`config.mk`:
```
export PLATFORM = sky130hd
export DESIGN_NAME = mdi_sift_collector
export DESIGN_NICKNAME = d
export VERILOG_FILES = /design/src/rtl/mdi_pkg.sv /design/src/rtl/mdi_key_fifo.sv /design/src/rtl/mdi_sift_collector.sv
export SDC_FILE = /design/constraint.sdc
export NUM_CORES = 1
export LEC_CHECK = 0
export ABC_CLOCK_PERIOD_IN_PS = 5700
export CORE_UTILIZATION = 52
export CTS_CLUSTER_SIZE = 20
export DETAILED_ROUTE_END_ITERATION = 8
export PLACE_DENSITY = 0.87
export SYNTH_ARGS = -nofsm -noshare
export SYNTH_HDL_FRONTEND = slang
export SYNTH_SLANG_ARGS = --single-unit
```
`constraint.sdc`:
```
create_clock -name clk -period 5.7 [get_ports clk]
set_clock_uncertainty 0.2 [all_clocks]
set_input_delay 1.14 -clock clk [delete_from_list [all_inputs] [get_ports clk]]
set_output_delay 1.14 -clock clk [all_outputs]
set_load 0.02 [all_outputs]
```
`src/rtl/mdi_pkg.sv`:
```
// Shared types and helpers for the MDI sifting collector.
//   sift_state_t : collector FSM state encoding (localparam constants below)
//   basis_t      : two-bit measurement basis
//   BYTE_W       : width of a prepared value / sifted key byte
//   popcount8    : number of set bits in a byte
package mdi_pkg;

    localparam int unsigned BYTE_W = 8;

    typedef logic [1:0] basis_t;
    typedef logic [2:0] sift_state_t;

    localparam sift_state_t StIdle     = 3'd0;
    localparam sift_state_t StWaitPrep = 3'd1;
    localparam sift_state_t StInit     = 3'd2;
    localparam sift_state_t StRead     = 3'd3;
    localparam sift_state_t StCheck    = 3'd4;
    localparam sift_state_t StDone     = 3'd5;
    localparam sift_state_t StAbort    = 3'd6;

    function automatic logic [3:0] popcount8(input logic [BYTE_W-1:0] x);
        logic [3:0] n;
        n = '0;
        for (int i = 0; i < BYTE_W; i++) begin
            n = n + {3'b000, x[i]};
        end
        return n;
    endfunction

endpackage

```
`src/rtl/mdi_key_fifo.sv`:
```
// Synchronous FIFO holding sifted key bytes.
// Ports:
//   clk, reset    : clock, synchronous active-high reset (clears pointers and count)
//   push, wdata   : write request and data; dropped when full unless a pop frees a slot
//   pop           : read request; ignored while empty
//   rdata         : head entry, 0 while empty
//   full, empty   : occupancy flags
//   count         : number of stored entries
module mdi_key_fifo #(
    parameter int unsigned DEPTH = 8,
    parameter int unsigned WIDTH = 8
) (
    input  logic                     clk,
    input  logic                     reset,
    input  logic                     push,
    input  logic [WIDTH-1:0]         wdata,
    input  logic                     pop,
    output logic [WIDTH-1:0]         rdata,
    output logic                     full,
    output logic                     empty,
    output logic [$clog2(DEPTH):0]   count
);

    localparam int unsigned AW = $clog2(DEPTH);
    localparam int unsigned CW = AW + 1;

    logic [WIDTH-1:0] mem [DEPTH];
    logic [AW-1:0]    wptr_q, rptr_q;
    logic [CW-1:0]    count_q;
    logic             do_push, do_pop;

    assign empty   = (count_q == '0);
    assign full    = (count_q == CW'(DEPTH));
    assign count   = count_q;
    assign do_pop  = pop && !empty;
    assign do_push = push && (!full || do_pop);
    assign rdata   = empty ? '0 : mem[rptr_q];

    // DEPTH is a power of two, so pointers wrap by natural overflow.
    always_ff @(posedge clk) begin
        if (reset) begin
            wptr_q  <= '0;
            rptr_q  <= '0;
            count_q <= '0;
        end else begin
            if (do_push) wptr_q <= wptr_q + AW'(1);
            if (do_pop)  rptr_q <= rptr_q + AW'(1);
            if (do_push && !do_pop)      count_q <= count_q + CW'(1);
            else if (do_pop && !do_push) count_q <= count_q - CW'(1);
        end
    end

    always_ff @(posedge clk) begin
        if (do_push) mem[wptr_q] <= wdata;
    end

endmodule

```
`src/rtl/mdi_sift_collector.sv`:
```
// Round sequencer and sifting stage for the MDI register pair bank.
// Each round takes one prepared value/basis set, provisions a fresh pair (init), strobes
// read and sifts the pad-gated outputs: matched bases yield a key byte and error count,
// mismatched bases are discarded, a single pad enable flags tampering.
// Ports:
//   clk, reset                     : clock, synchronous active-high reset
//   start, num_rounds              : session start and requested rounds (clamped)
//   prep_valid/prep_ready, prep_*  : prepared set handshake
//   pair_sel, init, read           : pair addressing and strobes
//   value_a/b, basis_a/b           : registered prepared set for the pair top
//   out_a/b, pad_enable_a/b        : pair outputs and their physical enables
//   key_valid/key_ready/key_data   : sifted key FIFO read side
//   busy, done, abort, tamper      : session status
//   rounds_done, sifted_count, err_bits : session counters
module mdi_sift_collector
    import mdi_pkg::*;
#(
    parameter int unsigned NUM_PAIRS  = 16,
    parameter int unsigned KEY_DEPTH  = 8,
    parameter int unsigned ERR_THRESH = 12,
    parameter int unsigned ERR_W      = 8
) (
    input  logic                         clk,
    input  logic                         reset,
    input  logic                         start,
    input  logic [$clog2(NUM_PAIRS):0]   num_rounds,
    input  logic                         prep_valid,
    output logic                         prep_ready,
    input  logic [BYTE_W-1:0]            prep_value_a,
    input  logic [BYTE_W-1:0]            prep_value_b,
    input  basis_t                       prep_basis_a,
    input  basis_t                       prep_basis_b,
    output logic [$clog2(NUM_PAIRS)-1:0] pair_sel,
    output logic                         init,
    output logic                         read,
    output logic [BYTE_W-1:0]            value_a,
    output logic [BYTE_W-1:0]            value_b,
    output basis_t                       basis_a,
    output basis_t                       basis_b,
    input  logic [BYTE_W-1:0]            out_a,
    input  logic [BYTE_W-1:0]            out_b,
    input  logic                         pad_enable_a,
    input  logic                         pad_enable_b,
    output logic                         key_valid,
    input  logic                         key_ready,
    output logic [BYTE_W-1:0]            key_data,
    output logic                         busy,
    output logic                         done,
    output logic                         abort,
    output logic                         tamper,
    output logic [$clog2(NUM_PAIRS):0]   rounds_done,
    output logic [$clog2(NUM_PAIRS):0]   sifted_count,
    output logic [ERR_W-1:0]             err_bits
);

    localparam int unsigned PW  = $clog2(NUM_PAIRS);
    localparam int unsigned CW  = PW + 1;
    localparam int unsigned EW1 = ERR_W + 1;

    sift_state_t         state_q, state_d;
    logic [CW-1:0]       target_q, target_d;
    logic [CW-1:0]       rounds_q, rounds_d;
    logic [CW-1:0]       sifted_q, sifted_d;
    logic [ERR_W-1:0]    err_q, err_d;
    logic                tamper_q, tamper_d;
    logic [BYTE_W-1:0]   val_a_q, val_a_d, val_b_q, val_b_d;
    basis_t              bas_a_q, bas_a_d, bas_b_q, bas_b_d;

    logic                key_full, key_empty;
    logic [$clog2(KEY_DEPTH):0] key_count_unused;
    logic [CW-1:0]       clamped;
    logic                matched, lone_pad, over_thresh;
    logic [EW1-1:0]      err_sum;
    logic [ERR_W-1:0]    err_sat;

    assign clamped     = (num_rounds > CW'(NUM_PAIRS)) ? CW'(NUM_PAIRS) : num_rounds;
    assign matched     = pad_enable_a && pad_enable_b;
    assign lone_pad    = pad_enable_a ^ pad_enable_b;
    assign err_sum     = {1'b0, err_q} + EW1'(popcount8(out_a ^ out_b));
    assign err_sat     = err_sum[ERR_W] ? '1 : err_sum[ERR_W-1:0];
    assign over_thresh = (32'(err_q) > ERR_THRESH);

    always_comb begin
        state_d  = state_q;
        target_d = target_q;
        rounds_d = rounds_q;
        sifted_d = sifted_q;
        err_d    = err_q;
        tamper_d = tamper_q;
        val_a_d  = val_a_q;
        val_b_d  = val_b_q;
        bas_a_d  = bas_a_q;
        bas_b_d  = bas_b_q;
        case (state_q)
            StIdle, StDone, StAbort: begin
                if (start) begin
                    rounds_d = '0;
                    sifted_d = '0;
                    err_d    = '0;
                    tamper_d = 1'b0;
                    target_d = clamped;
                    state_d  = (clamped == '0) ? StDone : StWaitPrep;
                end
            end
            StWaitPrep: begin
                // Only accept a set when the FIFO can take this round's byte.
                if (prep_valid && !key_full) begin
                    val_a_d = prep_value_a;
                    val_b_d = prep_value_b;
                    bas_a_d = prep_basis_a;
                    bas_b_d = prep_basis_b;
                    state_d = StInit;
                end
            end
            StInit: state_d = StRead;
            StRead: begin
                rounds_d = rounds_q + CW'(1);
                if (matched) begin
                    sifted_d = sifted_q + CW'(1);
                    err_d    = err_sat;
                end else if (lone_pad) begin
                    tamper_d = 1'b1;
                end
                state_d = StCheck;
            end
            StCheck: begin
                if (tamper_q || over_thresh)   state_d = StAbort;
                else if (rounds_q == target_q) state_d = StDone;
                else                           state_d = StWaitPrep;
            end
            default: state_d = StIdle;
        endcase
    end

    always_ff @(posedge clk) begin
        if (reset) begin
            state_q  <= StIdle;
            target_q <= '0;
            rounds_q <= '0;
            sifted_q <= '0;
            err_q    <= '0;
            tamper_q <= 1'b0;
            val_a_q  <= '0;
            val_b_q  <= '0;
            bas_a_q  <= '0;
            bas_b_q  <= '0;
        end else begin
            state_q  <= state_d;
            target_q <= target_d;
            rounds_q <= rounds_d;
            sifted_q <= sifted_d;
            err_q    <= err_d;
            tamper_q <= tamper_d;
            val_a_q  <= val_a_d;
            val_b_q  <= val_b_d;
            bas_a_q  <= bas_a_d;
            bas_b_q  <= bas_b_d;
        end
    end

    mdi_key_fifo #(
        .DEPTH (KEY_DEPTH),
        .WIDTH (BYTE_W)
    ) u_key_fifo (
        .clk   (clk),
        .reset (reset),
        .push  ((state_q == StRead) && matched),
        .wdata (out_a),
        .pop   (key_ready),
        .rdata (key_data),
        .full  (key_full),
        .empty (key_empty),
        .count (key_count_unused)
    );

    assign prep_ready   = (state_q == StWaitPrep) && !key_full;
    assign init         = (state_q == StInit);
    assign read         = (state_q == StRead);
    assign pair_sel     = rounds_q[PW-1:0];
    assign value_a      = val_a_q;
    assign value_b      = val_b_q;
    assign basis_a      = bas_a_q;
    assign basis_b      = bas_b_q;
    assign key_valid    = !key_empty;
    assign busy         = !((state_q == StIdle) || (state_q == StDone) || (state_q == StAbort));
    assign done         = (state_q == StDone);
    assign abort        = (state_q == StAbort);
    assign tamper       = tamper_q;
    assign rounds_done  = rounds_q;
    assign sifted_count = sifted_q;
    assign err_bits     = err_q;

endmodule

```
==> results of run 1 <==
-- cell usage after synthesis, types with 3 or more instances --
cell	n	area, um^2
xnor2_1	11	96.34
fa_1	6	120.1
nand2_1	60	225.2
inv_1	10	37.54
o21ai_0	16	80.08
xor2_1	13	113.9
buf_6	5	56.30
mux2i_1	11	110.1
nor3_1	14	70.07
a21oi_1	41	205.2
a21oi_2	4	35.03
nand3_1	10	50.05
or3_1	4	25.02
nor2_1	34	127.6
mux4_2	16	360.4
dfxtp_1	60	1201
edfxtp_1	64	1922
nand2b_1	4	25.02
nor3b_1	4	30.03
o31ai_1	4	30.03
ha_1	14	175.2
buf_4	7	52.55
nor2b_1	3	18.77
nand4b_1	6	52.55
nor4_1	4	25.02
buf_2	8	40.04
clkbuf_1	4	15.01
a31oi_1	3	18.77
-- through the flow --
stage / utilization (%) / setup slack (ns) / cell area (um^2) / std cells / hold WS, ns
after floorplan: - / 1.044 / 5618 / 476 / 0.2434
after detailed placement: 64.41 / 0.1149 / 6709 / 696 / 0.2500
after CTS: 69.81 / 0.4142 / 7272 / 728 / 0.2559
after global routing: 69.81 / 0.2156 / 7272 / 728 / 0.2799
after global placement: 64.41 / 0.2081 / 6709 / 696 / 0.2417
final: 69.81 / 0.3994 / 7272 / 728 / 0.2567
-- flip-flops by register name, summed over array words and instances (netlist names), 3 cells and up, named ones only --
signal / flops
u_key_fifo.mem: 64
rounds_done: 5
u_key_fifo.wptr_q: 3
state_q: 3
sifted_count: 5
target_q: 5
u_key_fifo.count: 4
value_b: 8
u_key_fifo.rptr_q: 3
err_bits: 8
value_a: 8
-- cells by family after synthesis --
logic type | after synthesis
mux | 28
flops | 124
simple gates | 157
fa+ha+maj | 20
compound gates | 84
buf+inv | 39
xor+xnor | 24
-- worst max-delay path by stage --
stage,slack [ns],to,depth (start not counted),start
detailed placement,0.11,err_bits[2],14,out_a[0]
finish,0.40,err_bits[3],14,out_a[0]
floorplan,1.04,err_bits[2],13,out_b[0]
global placement,0.21,err_bits[2],14,out_a[0]
CTS,0.41,err_bits[3],14,out_a[0]
global route,0.22,err_bits[3],14,out_a[0]
-- power breakdown --
part / leakage, uW / total, uW / switching (uW) / internal [uW]
sequential: 0.00106 / 1030 / 58.9 / 968
combinational: 0.00118 / 535 / 270 / 264
clock: 0.000268 / 1020 / 425 / 591
-- final cells by class --
cell class,instances,area [um^2]
Clock inverter,15,148.9
Fill cell,745,3144
Tap cell,136,170.2
Clock buffer,17,414.1
Timing Repair Buffer,111,1091
Sequential cell,124,3123
Inverter,12,45.04
Multi-Input combinational cell,313,2280
-- metal layers --
metal	track usage (%)	vias up	wire [um]
met5	0	-	0
met3	6.683	24	845
met1	28.62	1943	4971
li1	-	1941	-
met2	41.78	170	6585
met4	7.837	0	190
-- worst register-to-register path, delay by kind of cell, from the launching register on --
kind / cells / cell delay [ns]
adders and majority gates: 5 / 2.31
AOI/OAI and AO/OA: 4 / 0.80
DFF: 1 / 0.36
and+or+nand+nor: 1 / 0.17
buffers and inverters: 2 / 0.12
==> results by group, run 1 <==
Placed design
  • Gp weighted congestion: 0.8052
  • Detailed placer's ending HPWL: 8.261 mm
  • Buffers on Ports: 105

Cells and area
  • Layout area overhead: 29.44%
  • Fin nets: 647
  • Commonest non-fill, non-tap cells in the layout: 104 x clkdlybuf4s50_1, 64 x edfxtp_1, 60 x nand2_1, 60 x dfxtp_1, 41 x a21oi_1
  • N_diodes: 0
  • Commonest non-fill, non-tap cell in the layout: clkdlybuf4s50_1
  • Layout cells sized above 1: 12.67%

Power
  • Power Total: 2577 uW
  • VDD IR max: 0.2402 mV
  • Leakage power: 0.002512 uW
  • Cell Pwr Density: 354.4 nW/um^2

Clock tree
  • Worst-skew pair later-pin latency: 0.52 ns
  • Reg clk slew, reported paths: 0.06 ns
  • # H-tree levels: 4
  • Num Clock Sinks: 124
  • Max Root-Sink Buffers: 2
  • CTS Root Buffer Type: clkbuf_8
  • Post-CTS Repair Setup Buffers: 0
  • CTS tree: built
  • CTS resizes: 0
  • CTS buffer count: 17
  • Post-cts hold buffer count: 0

Logic synthesis
  • Primary FF master, synth: edfxtp_1
  • Post-Syn Area per Cell: 11.80 um^2
  • Simple-Gate Fraction of Synth Area: 13.63%
  • Post-Syn Area: 5618 um^2
  • Main combinational cell family by area after synthesis: simple AND/OR/NAND/NOR gates
  • XOR/XNOR Fraction of Synth Area: 3.742%
  • EDFF count, synth: 64
  • Sequential area share after synthesis: 55.59%
  • Synthesized-area fraction occupied by adder cells: 5.256%
  • FFs w/ async S/R, synth: 0%
  • Syn_nets: 544
  • Warnings, synthesis: 0
  • Post-synthesis cell count: 476
  • Compound-gate portion of the synthesized area: 9.176%
  • Yosys reg bits: 124
  • Mux cell area share after synthesis: 8.575%
  • Yosys cell types: 60

Global route
  • Largest net degree at the start of global routing: 55
  • First-pass GRT wire length: 20.29 mm
  • Initial antenna violation count: 0
  • Vias in the first global route: 4132
  • Total grt overflow: 0
  • GRT Resource Usage Total: 23.97%

Setup path
  • Crit-path slowest cell: clkdlybuf4s50_1
  • FF-to-FF End: err_bits[3]
  • Worst-path fanout max: 9
  • Worst r2r path cells: 12
  • Crit path capture type: register
  • Worst Path Required: 5.86 ns
  • R2R Setup Slk: 1.56 ns
  • Setup Crit Path Kind: primary input to register
  • Worst path most repeated cell: fa_1
  • CP startpoint kind: primary input
  • Cell chain of the critical path: clkdlybuf4s50_1, xor2_1, fa_1, fa_1, inv_1, fa_1, fa_1, inv_1, fa_1, a211o_1, o211ai_1, nor2_1, o21ai_0, a21oi_1
  • RR Startpoint: err_bits[0]
  • CP delay by family, top: adder cells
  • CP peak stage delay: 0.64 ns
  • Worst Path Buf+Inv: 3
  • Crit path DAT: 5.46 ns

Die
  • # IOs: 106
  • Num rows: 37
  • Die area: 11220 um^2
  • Die Height: 105.9 um
  • Starting Density: 53.93%
  • CORE AREA: 10420 um^2
  • Die width: 105.9 um

Routing
  • Vias per cell: 5.602
  • DRT iter0 DRCs: 195
  • TritonRoute pass-1 iters: 5
  • WL/cell: 17.30 um
  • Post-DRT Antenna Nets: 0
  • Drt total wl: 12.59 mm
  • Vias after detailed routing: 4078
  • Remaining DRCs: 0

Min path
  • Cell count of the worst hold path: 2
  • Worst hold path type: register to register
  • HP Start: basis_a[0]
  • WHS Endpoint: basis_a[0]

STA
  • Minimum clock period: 5.301 ns
  • RSZ-0062 raised after global routing: no
  • Crit share post-route: 92.99%
  • Max Slew Vio Count: 0
  • Maximum clock frequency: 188.7 MHz
  • Fin. Hold Viols: 0
  • Final Setup Violations: 0
  • Worst Tran Pin Value: 1.158 ns
  • Setup TNS: 0 ns
  • Slew headroom: 22.18%

Status
  • Outcome: completed

Job
  • Max-cap viol count: 0
Note: power is estimated with default switching activity, not from simulation.
==> run 2: changes to the inputs <==
Settings changed: ABC_CLOCK_PERIOD_IN_PS 5700 to unset, REMOVE_ABC_BUFFERS set to 1.
==> run 2 against run 1 <==
  * First-iteration DRC count is 29% higher
  * Fmax is 4.3% higher
  * Wire length is 2.7% higher
  * Non-clock buffer count is 1 higher
  * Sequential power hardly changed
  * Sequential cell count stayed put
  * Setup slack better by 0.22 ns
  * Final cell count is 0.14% higher
  * Combinational power hardly changed
  * Largest power group unchanged
==> results by group, run 2 (synthesis gave the netlist of run 1 again) <==
STA
  • Worst Tran Pin Value: 1.192 ns (+0.03431 ns)
  • Slew headroom: 19.88% (-2.3 points)
  • Minimum clock period: 5.081 ns (-0.2200 ns)
  • RSZ-0062 raised after global routing: no
  • Max Slew Vio Count: 0 (unchanged)
  • Worst hold slack: 0.2539 ns (-0.002784 ns)
  • Setup TNS: 0 ns (unchanged)
  • Maximum clock frequency: 196.8 MHz (+4.3%)
  • Crit share post-route: 89.13% (-3.9 points)
  • Fin. Hold Viols: 0 (unchanged)
  • Final Setup Violations: 0 (unchanged)

Clock tree
  • Max Root-Sink Buffers: 2 (unchanged)
  • Num Clock Sinks: 124 (unchanged)
  • CTS tree: built
  • CTS buffer count: 17 (unchanged)
  • Reg clk slew, reported paths: 0.06 ns (about the same)
  • Worst-skew pair later-pin latency: 0.51 ns (about the same)
  • CTS Root Buffer Type: clkbuf_8
  • # H-tree levels: 4 (unchanged)
  • Post-cts hold buffer count: 0 (unchanged)
  • Post-CTS Repair Setup Buffers: 0 (unchanged)
  • CTS resizes: 0 (unchanged)

Cells and area
  • Layout area overhead: 29.51% (about the same)
  • N_diodes: 0 (unchanged)
  • Largest Register: u_key_fifo.mem
  • Layout Cells excl Fill: 729 (+0.14%)
  • Core Util, Final: 69.85% (about the same)
  • Max reg flops: 64 (unchanged)
  • Commonest non-fill, non-tap cells in the layout: 104 x clkdlybuf4s50_1, 64 x edfxtp_1, 60 x nand2_1, 60 x dfxtp_1, 41 x a21oi_1
  • Fin nets: 648 (+0.15%)
  • Commonest non-fill, non-tap cell in the layout: clkdlybuf4s50_1
  • Layout cells sized above 1: 12.65% (-0.021 points)

Die
  • Die area: 11220 um^2 (unchanged)
  • Starting Density: 53.93% (unchanged)
  • # IOs: 106 (unchanged)
  • CORE AREA: 10420 um^2 (unchanged)
  • Die width: 105.9 um (unchanged)
  • Die Height: 105.9 um (unchanged)
  • Num rows: 37 (unchanged)

Placed design
  • Buffers on Ports: 105 (unchanged)
  • Gp weighted congestion: 0.8195 (+1.8%)
  • Dpl cells: 697 (+0.14%)
  • Detailed placer's ending HPWL: 8.655 mm (+4.8%)

Setup path
  • CP endpoint: err_bits[3]
  • CP startpoint: out_a[0]
  • FF-to-FF End: err_bits[3]
  • Worst Path Required: 5.85 ns (about the same)
  • Crit path capture type: register
  • RR Startpoint: err_bits[0]
  • Worst path most repeated cell: fa_1
  • CP startpoint kind: primary input
  • Cell chain of the critical path: clkdlybuf4s50_1, xor2_1, fa_1, fa_1, inv_1, fa_1, fa_1, inv_1, fa_1, a211o_1, o211ai_1, nor2_1, o21ai_0, a21oi_1
  • CP peak stage delay: 0.57 ns (-0.07 ns)
  • Crit-path slowest cell: fa_1
  • Crit path DAT: 5.23 ns (-0.23 ns)
  • Worst r2r path cells: 12 (unchanged)
  • Setup Crit Path Kind: primary input to register
  • Worst-path fanout max: 5 (-4)
  • R2R Setup Slk: 1.52 ns (-0.04 ns)

Power
  • Leakage power: 0.002520 uW (+0.31%)
  • Cell Pwr Density: 355.2 nW/um^2 (+0.22%)
  • Power Total: 2585 uW (+0.27%)
  • VDD IR max: 0.1781 mV (-26%)

Global route
  • Initial antenna violation count: 0 (unchanged)
  • GRT Resource Usage Total: 24.22% (+0.26 points)
  • First-pass GRT wire length: 20.59 mm (+1.5%)
  • Total grt overflow: 0 (unchanged)
  • Largest net degree at the start of global routing: 55 (unchanged)
  • Vias in the first global route: 4169 (+0.90%)

Min path
  • HP Start: value_b[3]
  • Worst hold path type: register to register

Status
  • Outcome: completed

Routing
  • Vias per cell: 5.678 (+1.4%)
  • DRT iter0 DRCs: 252 (+29%)
  • Post-DRT Antenna Nets: 0 (unchanged)
  • WL/cell: 17.74 um (+2.6%)
  • TritonRoute pass-1 iters: 5 (unchanged)
  • Remaining DRCs: 0 (unchanged)
  • Drt total wl: 12.93 mm (+2.7%)
  • Vias after detailed routing: 4139 (+1.5%)

Job
  • Max-cap viol count: 0 (unchanged)
-- run 2: how the worst min path moves through the flow --
stage,end,slack [ns],depth (start not counted)
floorplan,target_q[1],0.24,2
global route,value_a[2],0.28,2
detailed placement,value_b[3],0.25,2
global placement,value_a[2],0.24,2
finish,value_b[3],0.25,2
CTS,value_b[3],0.25,2
-- run 2: layout make-up --
class                           count  area [um^2]
Multi-Input combinational cell    313         2273
Fill cell                         738         3141
Inverter                           12        45.04
Tap cell                          136        170.2
Timing Repair Buffer              112         1099
Clock buffer                       17        414.1
Clock inverter                     15        151.4
Sequential cell                   124         3123
-- run 2: critical path, delay by kind of cell --
kind            cells  cell delay [ns]
fa+ha+maj           5             2.31
compound gates      4             0.79
buf+inv             3             0.62
xor+xnor            1             0.20
simple gates        1             0.17
-- run 2: through the flow --
step / area, um^2 / setup WS (ns)
2_1_floorplan: 5436 / 1.056
4_1_cts: 7276 / 0.6759
5_1_grt: 7276 / 0.4457
3_3_place_gp: 6710 / 0.3720
3_5_place_dp: 6710 / 0.2001
6_report: 7276 / 0.6194
-- run 2: routing by layer --
metal  routed length [um]  vias up  track usage [%]
met5                    0        -                0
met4                  362        0            9.722
met3                  997       31            7.909
met2                 6525      172            41.13
met1                 5048     1996            28.37
li1                     -     1940                -
-- run 2: where the power goes --
part           internal (uW)  total, uW  switching, uW
Clock                    594       1020            429
Sequential               968       1030           58.0
Combinational            263        536            273
==> edit 1, RTL diff (config.mk and constraints of run 1) <==
Put one more register stage on the output `err_bits`, with the module's reset. The value now appears one clock later. The other outputs are not delayed to match.
--- a/src/rtl/mdi_sift_collector.sv
+++ b/src/rtl/mdi_sift_collector.sv
@@ -188,7 +188,13 @@
     assign tamper       = tamper_q;
     assign rounds_done  = rounds_q;
     assign sifted_count = sifted_q;
-    assign err_bits     = err_q;
+    always_ff @(posedge clk) begin
+        if (reset) begin
+            err_bits <= '0;
+        end else begin
+            err_bits <= err_q;
+        end
+    end
 
 endmodule
 
Function: changed (a bounded check fails within 10 cycles, from zero or initial values and one cycle with reset high).
==> edit 1 against run 1 <==
  * Count of clock-buffer cells in the layout stayed put
  * Synthesized cell count up 2.7%
  * Final cell count increased by 2.2%
  * Wire length up 0.41%
  * Sequential cell count grew 8
  * Core utilization down 0.30 points
  * Critical path depth shrank 1
  * Setup slack improved by 0.15 ns
  * Final area is 3.2% higher
  * Area after synthesis increased by 2.5%
  * First-iteration DRC count up 36%
  * Total power increased by 16%
  * Largest power group is now the clock network
==> edit 1: results (changes against run 1) <==
status:
  status: "completed"
placement:
  place_area_sq_um: 6887  # +2.6%
  place_ws_ns: 0.06667  # -0.04828 ns
  gp_routability_congestion: 0.8615  # +7.0%
  dpl.hpwl_mm: 8.511  # +3.0%
yosys:
  synth-main-ff-cell: "dfxtp_1"
  yosys_warnings: 0  # unchanged
  synthDistinctLibCells: 53  # -12%
  seq_area_frac_synth_pct: 57.03  # +1.4 points
  netlist_top_cells_count: "dfxtp_1, edfxtp_1, nand2_1"
  synth_top_cells_by_area: "edfxtp_1, dfxtp_1, mux4_2"
  synth-edff-count: 64  # unchanged
  synth_nets: 557  # +2.4%
  synth-async-reset-ratio_pct: 0  # unchanged
clock_tree:
  cts_setup_buffers: 0  # unchanged
  cts_root_buf: "clkbuf_8"
  worst_skew_pair.late_latency_ns: 0.51
  clk_pin_slew_ns: 0.06  # about the same
  cts_buffers: 17  # unchanged
  ctsResizeCount: 0  # unchanged
  htree_levels: 4  # unchanged
  cts_buffer_depth: 2  # unchanged
timing:
  maxSlewHeadroom_pct: 23.80  # +1.6 points
  finalSetupTns_ns: 0  # unchanged
layout:
  area_growth_pct: 30.32
  num_antenna_cells: 0  # unchanged
  largest_reg_flops: 64  # unchanged
  layout-drive-gt1-share_pct: 11.26  # -1.4 points
  num-nets-final: 659  # +1.9%
  fillers: 752  # +0.94%
  top_register: "u_key_fifo.mem"
critical_path:
  arrival_ns: 5.35  # -0.11 ns
  slowest_delay_ns: 0.65
  critPathSlowestCell: "clkdlybuf4s50_1"
grt:
  grtUsageTotal_pct: 23.85  # -0.12 points
  grt_pass1_wl_mm: 20.66  # +1.8%
  grt_max_degree: 57  # +3.6%
  grt_pass1_vias: 4256  # +3.0%
  antenna_found_initial: 0  # unchanged
drt:
  routed_wl_mm: 12.65  # +0.41%
  drtIter0Drc: 265  # +36%
  vias_per_cell: 5.547  # -0.97%
power:
  peakVddDrop_mv: 0.2082  # -13%
  p_leak_uw: 0.002657  # +5.8%
min_path:
  min_path_type: "reg2reg"
-- edit 1: changes by cell type in the layout (fill, tap and decap cells not counted), sizes merged, moves of 4 or more --
cell           run 1  this run
nor2              35        45
dfxtp             60        68
inv               21        14
o21ai             17        10
nand4b             6         0
nor2b              3         9
nand2b             4         8
or3b               0         4
-- edit 1: cell families (layout without fill, tap and decap cells) --
group           after synthesis  in the layout  share of synthesized area, %
xor+xnor                     28             28                         4.390
compound gates               77             77                         8.086
flops                       132            132                         57.03
buf+inv                      36            151                         3.021
simple gates                170            170                         14.34
mux                          26             26                         7.998
fa+ha+maj                    20             20                         5.129
-- edit 1: layout make-up --
class                   instances  area share [%]
multi-input cells             321           30.80
repair buffers                110           14.44
clock buffers                  17           5.520
clock inverters                15           2.685
well taps                     140           2.335
flip-flops and latches        132           43.76
inverters                       9          0.4503
-- edit 1: where the power goes --
| part | leakage, uW | internal (uW) | switching (uW) |
|---|---|---|---|
| registers | 0.00113 | 1040 | 81.4 |
| clock network | 0.000297 | 714 | 412 |
| logic | 0.00123 | 368 | 384 |
| total | 0.00266 | 2120 | 878 |
-- edit 1: final timing paths --
check,to,slack (ns),depth (start not counted),startpoint
worst min-delay path,value_b[5],0.25,2,value_b[5]
worst min register to register,value_b[5],0.25,2,value_b[5]
worst max register to register,err_q[7],1.65,11,err_q[0]
worst max-delay path,err_q[7],0.55,13,out_a[0]
-- edit 1: layer usage --
layer | GRT usage [%] | wire length, um | vias up
met3 | 6.383 | 697 | 14
met5 | 0 | 0 | -
met1 | 27.88 | 5208 | 2008
met2 | 42.40 | 6579 | 154
li1 | - | - | 1951
met4 | 7.730 | 160 | 0
-- edit 1: critical path: cells and delay by family --
family	cells	cell delay, ns
buffers and inverters	3	0.77
xor gates and xnor gates	1	0.23
AOI/OAI and AO/OA	3	0.87
and+or+nand+nor	1	0.16
adders and majority gates	5	2.19
-- edit 1: through the flow --
stage                     hold slack [ns]  cells
after floorplan                    0.2451    489
after global placement             0.2428    712
after detailed placement           0.2472    712
after CTS                          0.2557    744
after global routing               0.2706    744
final                              0.2528    744
==> edit 2, RTL diff (config.mk and constraints of run 1) <==
Made on the original files. `BYTE_W`: 8 -> 12.
--- a/src/rtl/mdi_pkg.sv
+++ b/src/rtl/mdi_pkg.sv
@@ -5,7 +5,7 @@
 //   popcount8    : number of set bits in a byte
 package mdi_pkg;
 
-    localparam int unsigned BYTE_W = 8;
+    localparam int unsigned BYTE_W = 12;
 
     typedef logic [1:0] basis_t;
     typedef logic [2:0] sift_state_t;
Interface: changed (7 resized); port bits go from 106 to 134. The function was not compared with the original's and may differ.
==> edit 2 against run 1 <==
  * Wire length is 27% higher
  * Final area rose by 30%
  * Total power grew 37%
  * Via count rose by 22%
  * Core utilization is 1.4 points lower
  * Area after synthesis rose by 30%
  * Die area rose by 30%
  * Sequential share of layout area is 1.9 points higher
  * First-iteration DRC count rose by 88%
  * Setup slack worse by 0.18 ns
  * Sequential cell count up 40
==> edit 2: results (changes against run 1) <==
placement:
  dpl.hpwl_mm: 10.73  # +30%
  place_area_sq_um: 8866  # +32%
  dp_cells: 873  # +25%
  place_ws_ns: -0.5222  # -0.6372 ns
  port_buffers: 133  # +27%
  gp_routability_congestion: 0.8533  # +6.0%
drt:
  drtIter0Drc: 366  # +88%
  avgRoutedWirePerCell_um: 17.64  # +1.9%
  vias_per_cell: 5.501  # -1.8%
  routed_wl_mm: 15.96  # +27%
yosys:
  netlist_top_cells_count: "edfxtp_1, dfxtp_1, nand2_1"
  synth-edff-count: 96  # +50%
  seq_area_frac_synth_pct: 57.94  # +2.4 points
  synthDistinctLibCells: 58  # -3.3%
  syn_inst: 571  # +20%
  synth_top_cells_by_area: "edfxtp_1, dfxtp_1, mux4_2"
  synth_nets: 661  # +22%
grt:
  grt_util_met3_pct: 6.321  # -0.36 points
  grt_pass1_wl_mm: 25.33  # +25%
  use_met2_pct: 40.05  # -1.7 points
  grt_max_degree: 40  # -27%
  grtUsageTotal_pct: 23.08  # -0.88 points
  grt_pass1_vias: 5035  # +22%
  gr-usage-met1_pct: 27.71  # -0.90 points
clock_tree:
  cts_root_buf: "clkbuf_16"
  htree_levels: 4  # unchanged
  worst_skew_pair.late_latency_ns: 0.42  # -0.10 ns
power:
  peakVddDrop_mv: 0.2525  # +5.1%
  p_leak_uw: 0.003223  # +28%
critical_path:
  r2r_slack_ns: 1.23  # -0.33 ns
  r2r_cells: 13  # +1
  r2r-end: "err_bits[7]"
  cp_max_fo: 2  # -7
layout:
  largest_reg_flops: 96  # +50%
  num-nets-final: 802  # +24%
  layout-drive-gt1-share_pct: 18.07  # +5.4 points
timing:
  maxSlewHeadroom_pct: 23.28  # +1.1 points
  fin_crit_sh_pct: 96.13  # +3.1 points
min_path:
  hp-start: "value_b[0]"
  min_path_type: "reg2reg"
  holdPathEnd: "value_b[0]"
status:
  status: "completed"
==> edit 2: changes by cell type in the layout (fill, tap and decap cells not counted), moves of 6 or more <==
cell             before  now
a21oi_2               4   20
edfxtp_1             64   96
xnor2_1              11   20
dfxtp_1              60   68
nor2_1               34   48
inv_8                 0    6
o21ai_0              16    4
nand2_2               1   20
buf_4                 6   20
clkdlybuf4s50_1     104  130
mux4_2               16   24
nand3b_1              0    6
==> edit 2: worst max-delay path: stages <==
cell and delay [ns]:
clkdlybuf4s50_1 0.53, xor2_2 0.19, fa_1 0.50, fa_1 0.58
inv_1 0.06, fa_1 0.49, fa_1 0.53, fa_1 0.20
inv_1 0.05, fa_1 0.40, a211oi_2 0.26, nor2_1 0.11
a2111o_1 0.34, a21oi_1 0.15, nor2_1 0.06
==> edit 2: how the worst max path moves through the flow <==
stage / startpoint / depth (start not counted) / end
2_1_floorplan: out_b[0] / 14 / err_bits[7]
3_3_place_gp: out_a[2] / 15 / err_bits[7]
3_5_place_dp: out_a[2] / 15 / err_bits[7]
4_1_cts: out_a[0] / 15 / err_bits[7]
5_1_grt: out_b[2] / 15 / err_bits[7]
6_report: out_b[2] / 15 / err_bits[7]
==> edit 2: cell type report <==
cell class / instances / area, sq um
clock inverters: 14 / 135.1
flip-flops and latches: 164 / 4244
multi-input cells: 365 / 2907
repair buffers: 153 / 1478
well taps: 180 / 225.2
inverters: 11 / 41.29
clock buffers: 18 / 429.2
fillers: 903 / 4368
==> edit 2: kinds of logic (layout without fill, tap and decap cells) <==
| group | Yosys count | in the layout | share of synthesized area (%) |
|---|---|---|---|
| xor gates and xnor gates | 33 | 33 | 3.946 |
| adders and majority gates | 26 | 26 | 5.364 |
| DFF | 164 | 164 | 57.94 |
| muxes | 37 | 37 | 9.156 |
| AOI/OAI and AO/OA | 86 | 86 | 8.114 |
| and+or+nand+nor | 183 | 183 | 12.32 |
| buffers and inverters | 42 | 196 | 3.160 |
==> edit 2: report_power, final <==
group,switching [uW],total (uW),leakage [uW],internal (uW)
clock network,503,1080,0.000274,582
logic,560,1090,0.00154,527
registers,67.1,1360,0.00141,1300
==> edit 2: per-layer routing <==
layer | wire length, um | share of wire [%]
met1 | 6286 | 39
met2 | 8255 | 52
met3 | 1185 | 7.4
met4 | 233 | 1.5
met5 | 0 | 0
==> edit 2: repair_timing <==
item	CTS	global route
cloned	0	0
resized for setup	2	4
pin swaps	0	4
endpoints found under the setup margin	7	7
==> edit 2: through the flow <==
step	hold slack [ns]	TNS (ns)
after global routing	0.2795	0
after detailed placement	0.2517	-3.456
after CTS	0.2614	0
final	0.2598	0
after global placement	0.2430	-2.045
after floorplan	0.2452	0
